`config.mk`:
```
export PLATFORM = sky130hd
export DESIGN_NAME = seq_divider
export DESIGN_NICKNAME = d
export VERILOG_FILES = /design/src/rtl/seq_divider.sv
export SDC_FILE = /design/constraint.sdc
export NUM_CORES = 1
export LEC_CHECK = 0
export ABC_AREA = 1
export BUFFER_PORTS_ARGS = -buffer_cell sky130_fd_sc_hd__buf_2
export CAP_MARGIN = 20
export CORE_MARGIN = 8
export CORE_UTILIZATION = 40
export CTS_CLUSTER_SIZE = 8
export DETAILED_ROUTE_END_ITERATION = 8
export PLACE_DENSITY = 0.61
export SETUP_SLACK_MARGIN = 0.4
export SLEW_MARGIN = 20
export SYNTH_ARGS = -nofsm -noshare
export SYNTH_HDL_FRONTEND = slang
export SYNTH_SLANG_ARGS = --single-unit
```
`constraint.sdc`:
```
create_clock -name i_clk -period 10.7 [get_ports i_clk]
set_clock_uncertainty 0.2 [all_clocks]
set_input_delay 1.07 -clock i_clk [delete_from_list [all_inputs] [get_ports i_clk]]
set_output_delay 1.07 -clock i_clk [all_outputs]
set_load 0.01 [all_outputs]
```
`src/rtl/seq_divider.sv`:
```
// seq_divider: restoring divider, one quotient bit per clock behind a start/done handshake.
// Build option DIV_SIGNED_EN: two's-complement operands via magnitude pre/post conversion.

module fullAdder (
    input  logic i_a,
    input  logic i_b,
    input  logic i_cin,
    output logic o_sum,
    output logic o_cout
);
    assign o_sum  = i_a ^ i_b ^ i_cin;
    assign o_cout = (i_a & i_b) | (i_cin & (i_a ^ i_b));
endmodule

// state  | meaning
// S_IDLE | waiting for start
// S_RUN  | one trial subtraction per cycle
// S_DONE | results valid, done pulsed; start here chains the next operation
module seq_divider #(
    parameter int WIDTH = 8
) (
    input  logic             i_clk,
    input  logic             i_rst,
    input  logic             i_start,
    input  logic [WIDTH-1:0] i_dividend,
    input  logic [WIDTH-1:0] i_divisor,
    output logic             o_busy,
    output logic             o_done,
    output logic [WIDTH-1:0] o_quotient,
    output logic [WIDTH-1:0] o_remainder,
    output logic             o_div_by_zero
);
    localparam int CW = $clog2(WIDTH);

    typedef enum logic [1:0] {
        S_IDLE = 2'd0,
        S_RUN  = 2'd1,
        S_DONE = 2'd2
    } state_t;

    state_t           r_state;
    state_t           w_state_nxt;
    logic [WIDTH-1:0] r_rem;
    logic [WIDTH-1:0] r_quo;
    logic [WIDTH-1:0] r_divisor;
    logic [CW-1:0]    r_cnt;

    logic             w_accept;
    logic             w_zero_div;
    logic             w_last;
    logic [WIDTH-1:0] w_dvd_mag;
    logic [WIDTH-1:0] w_dvs_mag;
    logic [WIDTH:0]   w_trial_a;
    logic [WIDTH:0]   w_trial_b;
    logic [WIDTH:0]   w_diff;
    logic [WIDTH+1:0] w_carry;
    logic             w_borrow;
    logic [WIDTH-1:0] w_rem_nxt;
    logic [WIDTH-1:0] w_quo_nxt;
    logic [WIDTH-1:0] w_res_q;
    logic [WIDTH-1:0] w_res_r;
    logic             w_unused;

    assign w_accept   = i_start && (r_state != S_RUN);
    assign w_zero_div = (i_divisor == '0);
    assign w_last     = (r_cnt == '0);

`ifdef DIV_SIGNED_EN
    logic r_neg_q;
    logic r_neg_r;

    assign w_dvd_mag = i_dividend[WIDTH-1] ? -i_dividend : i_dividend;
    assign w_dvs_mag = i_divisor[WIDTH-1]  ? -i_divisor  : i_divisor;

    always_ff @(posedge i_clk) begin
        if (i_rst) begin
            r_neg_q <= 1'b0;
            r_neg_r <= 1'b0;
        end else if (w_accept) begin
            r_neg_q <= i_dividend[WIDTH-1] ^ i_divisor[WIDTH-1];
            r_neg_r <= i_dividend[WIDTH-1];
        end
    end

    // most-negative / -1 falls out naturally: the magnitude quotient negates to itself
    assign w_res_q = r_neg_q ? -w_quo_nxt : w_quo_nxt;
    assign w_res_r = r_neg_r ? -w_rem_nxt : w_rem_nxt;
`else
    assign w_dvd_mag = i_dividend;
    assign w_dvs_mag = i_divisor;
    assign w_res_q   = w_quo_nxt;
    assign w_res_r   = w_rem_nxt;
`endif

    // Trial subtract {R,Q msb} - {0,divisor} as A + ~B + 1; carry-out low means borrow
    assign w_trial_a  = {r_rem, r_quo[WIDTH-1]};
    assign w_trial_b  = ~{1'b0, r_divisor};
    assign w_carry[0] = 1'b1;

    genvar gi;
    generate
        for (gi = 0; gi <= WIDTH; gi = gi + 1) begin : g_sub
            fullAdder u_fa (
                .i_a   (w_trial_a[gi]),
                .i_b   (w_trial_b[gi]),
                .i_cin (w_carry[gi]),
                .o_sum (w_diff[gi]),
                .o_cout(w_carry[gi+1])
            );
        end
    endgenerate

    assign w_borrow  = ~w_carry[WIDTH+1];
    assign w_rem_nxt = w_borrow ? w_trial_a[WIDTH-1:0] : w_diff[WIDTH-1:0];
    assign w_quo_nxt = {r_quo[WIDTH-2:0], ~w_borrow};
    assign w_unused  = w_diff[WIDTH];

    always_ff @(posedge i_clk) begin
        if (i_rst) begin
            r_state <= S_IDLE;
        end else begin
            r_state <= w_state_nxt;
        end
    end

    always_comb begin
        w_state_nxt = r_state;
        unique case (r_state)
            S_IDLE, S_DONE: begin
                if (i_start) begin
                    w_state_nxt = w_zero_div ? S_DONE : S_RUN;
                end else begin
                    w_state_nxt = S_IDLE;
                end
            end
            S_RUN: begin
                if (w_last) begin
                    w_state_nxt = S_DONE;
                end
            end
            default: w_state_nxt = S_IDLE;
        endcase
    end

    always_ff @(posedge i_clk) begin
        if (i_rst) begin
            r_rem         <= '0;
            r_quo         <= '0;
            r_divisor     <= '0;
            r_cnt         <= '0;
            o_busy        <= 1'b0;
            o_done        <= 1'b0;
            o_quotient    <= '0;
            o_remainder   <= '0;
            o_div_by_zero <= 1'b0;
        end else begin
            o_busy <= (w_state_nxt == S_RUN);
            o_done <= (w_state_nxt == S_DONE);
            if (w_accept) begin
                r_divisor <= w_dvs_mag;
                if (w_zero_div) begin
                    o_quotient    <= '1;
                    o_remainder   <= i_dividend;
                    o_div_by_zero <= 1'b1;
                end else begin
                    r_rem         <= '0;
                    r_quo         <= w_dvd_mag;
                    r_cnt         <= CW'(WIDTH - 1);
                    o_div_by_zero <= 1'b0;
                end
            end else if (r_state == S_RUN) begin
                r_rem <= w_rem_nxt;
                r_quo <= w_quo_nxt;
                if (w_last) begin
                    o_quotient  <= w_res_q;
                    o_remainder <= w_res_r;
                end else begin
                    r_cnt <= r_cnt - CW'(1);
                end
            end
        end
    end

endmodule

```
==> reports/results.ini, run 1 <==
[status]
run_status = finished, final reports clean

[power_and_ir_drop]
peakVddDrop_mv = 0.1091
p_leak_nw = 1.598
power_density_nw_per_um2 = 176.7

[global_routing]
first_global_vias = 2284
antenna_found_initial = 0
grt_overflow = 0
track_usage_pct = 14.58
grt_pass1_wl_um = 10630
grt_max_degree = 38

[timing]
fin_crit_sh_pct = 42.74
fmax_ghz = 0.2187
slew_headroom_pct = 60.86
report.final.slew_viol_count = 0
fin_crit_ns = 4.573
hold_viol = 0
tightest_slew_ns = 0.5835
rsz0062_at_grt = no
setup_viol = 0
setup_tns_ns = 0

[final_layout]
nNetsFinal = 427
diodes = 0
layout-drive-gt1-share_pct = 15.79
final_area_um2 = 2894
layout_common_cells = nand2_1 (89), inv_1 (55), dfxtp_1 (48)
nFillCells = 657
regArea_um2 = 960.9
multi_input_comb_area_um2 = 1267
synthToLayoutAreaGrowth_pct = 12.99
final_common_cell = nand2_1

[placement]
place.gp.congestion = 0.8126
io_buffers = 37
dp_hpwl_um = 4293
placed_area_um2 = 2741

[routing]
drt_iter0_drc = 84
via_count = 2318
drcViolationCount = 0
ant_nets = 0
wirelength_um = 6169
via_per_inst = 4.870
firstDrtPassIters = 4
drt-wirelength-per-cell_um = 12.96

[floorplan]
rows = 29
fp.dieH_um = 96.02
start_util_pct = 40.80
core_um2 = 6277
die_area_um2 = 9220
die_x_um = 96.02
io_pins = 38

[logic_synthesis]
synthesis.nets = 399
yosysSeqAreaShare_pct = 37.52
ys_ff_latch = 48
ys_warn_count = 0
syn_inst = 370
yosys.cell_types.count = 28
syn-mean-instance-area_um2 = 6.922
netlist_area_um2 = 2561

[critical_path]
end_kind = flop
critPathKind = flop to flop
critPathMaxFanout = 10
worstPathRequired_ns = 10.75
crit_path_start = r_quo[7]
cp-start-kind = flop
r2r_setup_slack_ns = 6.13
critPathArrivalTime_ns = 4.62
r2r_start = r_quo[7]

[clocking]
clkTransAtPathRegs_ns = 0.09
max-clock-path-buffers = 2
tritoncts = yes
ctsHoldBuffers = 0
clk_latency_ns = 0.31
cts_buffers = 5
post_cts_buffers = 0
cts_root_buffer = clkbuf_8
cts_resized = 0
cts.sinks = 48
h-tree-depth = 2

[job]
maxCapViolCount = 0

[hold_path]
min_from = r_cnt[1]
hold_class = flop to flop

-- sequential cells by signal, indices dropped and copies added (netlist names) --
name	count
o_busy	1
o_div_by_zero	1
o_done	1
o_quotient	8
o_remainder	8
r_cnt	3
r_divisor	8
r_quo	8
r_rem	8
r_state	2
-- final timing paths --
kind	end	cells after the start
setup reg to reg	r_rem[3]	16
hold / removal	r_cnt[1]	2
hold reg to reg	r_cnt[1]	2
setup / recovery	r_rem[3]	16
-- metal layers --
metal | global-route usage (%) | up-vias | part of all wire, %
met1 | 18.19 | 1073 | 46
met4 | 3.329 | 0 | 0.96
met5 | 0 | - | 0
met2 | 24.52 | 40 | 49
met3 | 3.744 | 7 | 4.1
li1 | - | 1198 | -
-- stage by stage --
stage | utilization (%) | hold WS, ns | std cells | total power [W] | worst slack [ns]
2_1_floorplan | - | 0.2460 | 370 | 0.0003227 | 6.520
3_3_place_gp | 43.67 | 0.2575 | 467 | 0.0003548 | 6.247
3_5_place_dp | 43.67 | 0.2533 | 467 | 0.0003566 | 6.189
4_1_cts | 45.86 | 0.2780 | 475 | 0.0005173 | 6.118
5_1_grt | 46.10 | 0.2999 | 476 | 0.0005518 | 5.837
6_report | 46.10 | 0.2779 | 476 | 0.0005114 | 6.127
-- synthesized netlist by cell type --
library cell,n,share of area [%]
nand2_1,89,13
inv_1,55,8.1
dfxtp_1,48,38
nor2_1,45,6.6
a21oi_1,36,7.0
nand3_1,32,6.3
o21ai_0,16,3.1
fa_1,7,5.5
clkbuf_1,6,0.88
buf_4,4,1.2
a21oi_2,3,1.0
buf_2,3,0.59
buf_6,3,1.3
ha_1,3,1.5
nand2_4,3,1.3
buf_1,2,0.29
inv_2,2,0.29
nand2_2,2,0.49
nand4_1,2,0.49
a31oi_1,1,0.24
clkinv_1,1,0.15
inv_4,1,0.24
nand3_2,1,0.39
nand3_4,1,0.68
nor2_4,1,0.44
nor2_8,1,0.78
o21ai_2,1,0.34
o31ai_1,1,0.29
-- power by group --
group | switching, W | internal, W
clock network | 0.0000649 | 0.0000941
registers | 0.00000936 | 0.000197
logic | 0.0000937 | 0.0000523
-- worst max-delay path, cell delays in order (launching register included) --
cell and delay [ns]:
dfxtp_1 0.34, inv_1 0.05, ha_1 0.18, fa_1 0.38, fa_1 0.40, fa_1 0.40, fa_1 0.39, fa_1 0.39
fa_1 0.42, fa_1 0.56, nand2_1 0.29, nand2_1 0.09, nand2_1 0.07, nand2_1 0.07, inv_1 0.07, a21oi_1 0.04
nor2_1 0.15
-- kinds of logic after synthesis --
kind of cell             share of synthesized area (%)
flip-flops                                       37.52
adder cells (fa/ha/maj)                          6.937
AO/OA/AOI/OAI                                    12.07
buffers and inverters                            12.99
AND/OR/NAND/NOR                                  30.48
-- cell type report --
class,instances,area share [%]
Clock buffer,5,2.378
Inverter,59,7.739
Tap cell,77,3.329
Multi-Input combinational cell,245,43.80
Sequential cell,48,33.20
Timing Repair Buffer,39,7.177
Clock inverter,3,2.378
(Power assumes the default switching activity.)
==> run 2: changes to the inputs <==
--- a/config.mk
+++ b/config.mk
@@ -5,14 +5,14 @@
 export SDC_FILE = /design/constraint.sdc
 export NUM_CORES = 1
 export LEC_CHECK = 0
-export ABC_AREA = 1
+export ABC_AREA = 0
 export BUFFER_PORTS_ARGS = -buffer_cell sky130_fd_sc_hd__buf_2
 export CAP_MARGIN = 20
 export CORE_MARGIN = 8
 export CORE_UTILIZATION = 40
 export CTS_CLUSTER_SIZE = 8
 export DETAILED_ROUTE_END_ITERATION = 8
-export PLACE_DENSITY = 0.61
+export PLACE_DENSITY = 0.62
 export SETUP_SLACK_MARGIN = 0.4
 export SLEW_MARGIN = 20
 export SYNTH_ARGS = -nofsm -noshare
==> constraint.sdc (replaced) <==
create_clock -name i_clk -period 4.4 [get_ports i_clk]
set_clock_uncertainty 0.2 [all_clocks]
set_input_delay 0.44 -clock i_clk [delete_from_list [all_inputs] [get_ports i_clk]]
set_output_delay 0.44 -clock i_clk [all_outputs]
set_load 0.01 [all_outputs]
==> reports/results.ini, run 2 <==
[status]
run_status = finished, final reports clean

[floorplan]
io_pins = 38  ; unchanged
start_util_pct = 40.65  ; -0.15 points
fp.dieH_um = 90.12  ; -6.1%
rows = 27  ; -6.9%
die_area_um2 = 8121  ; -12%
die_x_um = 90.12  ; -6.1%
core_um2 = 5405  ; -14%

[logic_synthesis]
synthesis.nets = 276  ; -31%
ys_top_cells_by_area = dfxtp_1 (44%), nand2_1 (7.2%), fa_1 (6.4%), a21oi_1 (5.5%), a31oi_1 (4.3%)
syn-mean-instance-area_um2 = 8.895  ; +29%
netlist.area_leader.share_pct = 43.74  ; +6.2 points
async_reset_ff_share_pct = 0  ; unchanged
synth-edff-count = 0  ; unchanged
yosysTopAreaCell = dfxtp_1
ys_ff_latch = 48  ; unchanged
syn_inst = 247  ; -33%
ys_warn_count = 0  ; unchanged
synthFlopType = dfxtp_1
synth.most_common_cell = dfxtp_1
yosysSeqAreaShare_pct = 43.74  ; +6.2 points
synthTopCellsByCount = dfxtp_1 (48), nand2_1 (42), a21oi_1 (24)
yosys.cell_types.count = 32  ; +14%
netlist_area_um2 = 2197  ; -14%

[clocking]
tritoncts = yes
cts_root_buffer = clkbuf_8
cts_buffers = 5  ; unchanged
clk_latency_ns = 0.30  ; about the same
max-clock-path-buffers = 2  ; unchanged
ctsHoldBuffers = 0  ; unchanged
h-tree-depth = 2  ; unchanged
clkTransAtPathRegs_ns = 0.09  ; about the same
cts.sinks = 48  ; unchanged

[global_routing]
track_usage_pct = 14.02  ; -0.56 points
grt_pass1_wl_um = 9563  ; -10%
grt_overflow = 0  ; unchanged
first_global_vias = 1925  ; -16%
grt_max_degree = 33  ; -13%
antenna_found_initial = 0  ; unchanged

[timing]
worst_slack_ns = 0.3797  ; -5.747 ns
fin_crit_sh_pct = 91.37  ; +49 points
slew_headroom_pct = 34.51  ; -26 points
report.final.slew_viol_count = 0  ; unchanged
hold_viol = 0  ; unchanged
whs_ns = 0.1967  ; -0.08118 ns
fmax_ghz = 0.2487  ; +14%
setup_tns_ns = 0  ; unchanged
rsz0062_at_grt = yes
setup_viol = 0  ; unchanged
fin_crit_ns = 4.020  ; -0.5529 ns
tightest_slew_ns = 0.9803  ; +0.3968 ns

[placement]
place.gp.congestion = 0.8308  ; +2.2%
io_buffers = 37  ; unchanged
pre_cts_ws_ns = 0.2256  ; -5.964 ns
dp_hpwl_um = 3861  ; -10%
dp_cells = 342  ; -27%

[routing]
ant_nets = 0  ; unchanged
wirelength_um = 5624  ; -8.8%
drcViolationCount = 0  ; unchanged
via_per_inst = 5.386  ; +11%
firstDrtPassIters = 4  ; unchanged
drt_iter0_drc = 93  ; +11%
drt-wirelength-per-cell_um = 15.84  ; +22%
via_count = 1912  ; -18%

[critical_path]
r2r_start = r_quo[7]
critPathTopFamily = adder cells
timing.rr.end = r_rem[4]
path_buf_inv = 3  ; +1
cpPeakStageDelay_ns = 0.38  ; -0.18 ns
critPathArrivalTime_ns = 3.99  ; -0.63 ns
cp-endpoint = r_rem[4]
end_kind = flop
crit_path_start = r_quo[7]
cpMaxStageDelayCell = fa_2
cp-start-kind = flop
worst_path_most_repeated_cell = fa_2
ff2ff_path_depth = 15  ; -1
worstPathRequired_ns = 4.37  ; -6.38 ns
path_cells = inv_2 > ha_4 > fa_2 > fa_2 > fa_2 > fa_2 > fa_2 > fa_2 > fa_2 > buf_6 > nand2b_4 > buf_8 > a211oi_1 > a31oi_1 > nor2_1
critical_path_depth = 15  ; -1
critPathKind = flop to flop
critPathMaxFanout = 8  ; -2
r2r_setup_slack_ns = 0.38  ; -5.75 ns

[hold_path]
min_from = i_divisor[7]
hold_class = input port to flop

[power_and_ir_drop]
p_int_w = 0.0008332  ; +140%
p_leak_nw = 1.047  ; -34%
power.switching_w = 0.0003785  ; +130%
p_seq_share_pct = 41.4  ; +1.0 points
peakVddDrop_mv = 0.1977  ; +81%
clock_power_share_pct = 27.7  ; -3.4 points
comb_power_share_pct = 31.0  ; +2.5 points
switching_share_pct = 31.24  ; -1.6 points
power_density_nw_per_um2 = 453.0  ; +160%

[final_layout]
diodes = 0  ; unchanged
final_util_pct = 49.49  ; +3.4 points
synthToLayoutAreaGrowth_pct = 21.75
nFillCells = 541  ; -18%
layout-drive-gt1-share_pct = 27.56  ; +12 points
layout_common_cells = dfxtp_1 (47), nand2_1 (42), buf_2 (38)
regArea_um2 = 962.2  ; +0.13%
instances_no_fill = 355  ; -25%
nNetsFinal = 311  ; -27%
final_common_cell = dfxtp_1
multi_input_comb_area_um2 = 1182  ; -6.7%

[job]
maxCapViolCount = 0  ; unchanged

[run 2: per-stage QoR]
step	area (um2)	power [W]
2_1_floorplan	2230	0.0007397
3_3_place_gp	2427	0.0008036
3_5_place_dp	2427	0.0008059
4_1_cts	2644	0.001202
5_1_grt	2675	0.001286
6_report	2675	0.001212
[run 2: worst min-delay path by stage]
stage                                to  slack [ns]  cells after the start
after floorplan            r_divisor[0]        0.24                      2
after global placement    o_div_by_zero        0.24                      2
after detailed placement  o_div_by_zero        0.25                      2
after CTS                  r_divisor[0]        0.19                      3
after global routing       r_divisor[0]        0.19                      3
final                      r_divisor[7]        0.20                      3
[run 2: cell families after synthesis]
family | Yosys count | synth area share, %
DFF | 48 | 43.74
and+or+nand+nor | 81 | 17.20
adders and majority gates | 10 | 8.087
AOI/OAI and AO/OA | 79 | 25.34
buffers and inverters | 29 | 5.638
[run 2: worst min-delay path, stage by stage]
cell and delay (ns):
buf_2 0.11, nand2_1 0.05, a21oi_1 0.05
[run 2: routing by layer]
| metal | global-route usage [%] | vias to the layer above | wire length [um] |
|---|---|---|---|
| met5 | 0 | - | 0 |
| met4 | 4.716 | 0 | 55 |
| met3 | 3.408 | 5 | 322 |
| met2 | 21.66 | 62 | 2509 |
| met1 | 18.60 | 884 | 2737 |
| li1 | - | 961 | - |
[run 2: final cells by class]
| type | instances | area share (%) |
|---|---|---|
| clock buffers | 6 | 3.087 |
| clock inverters | 2 | 1.450 |
| inverters | 13 | 1.824 |
| multi-input cells | 170 | 44.20 |
| flip-flops and latches | 48 | 35.97 |
| well taps | 72 | 3.368 |
| repair buffers | 44 | 10.10 |
[run 2: power groups by stage]
stage	Combinational (W)	Sequential, W	Clock [W]
2_1_floorplan	0.000232	0.000507	0
3_3_place_gp	0.000295	0.000509	0
3_5_place_dp	0.000296	0.000509	0
4_1_cts	0.000358	0.000500	0.000344
5_1_grt	0.000416	0.000506	0.000363
6_report	0.000376	0.000501	0.000335
[run 2: repair_timing]
action | in CTS | in global routing
endpoints found under the setup margin | 15 | 17
resized for setup | 15 | 6
pin swaps | 4 | 4
buffers inserted | 4 | 0
cloned | 1 | 0
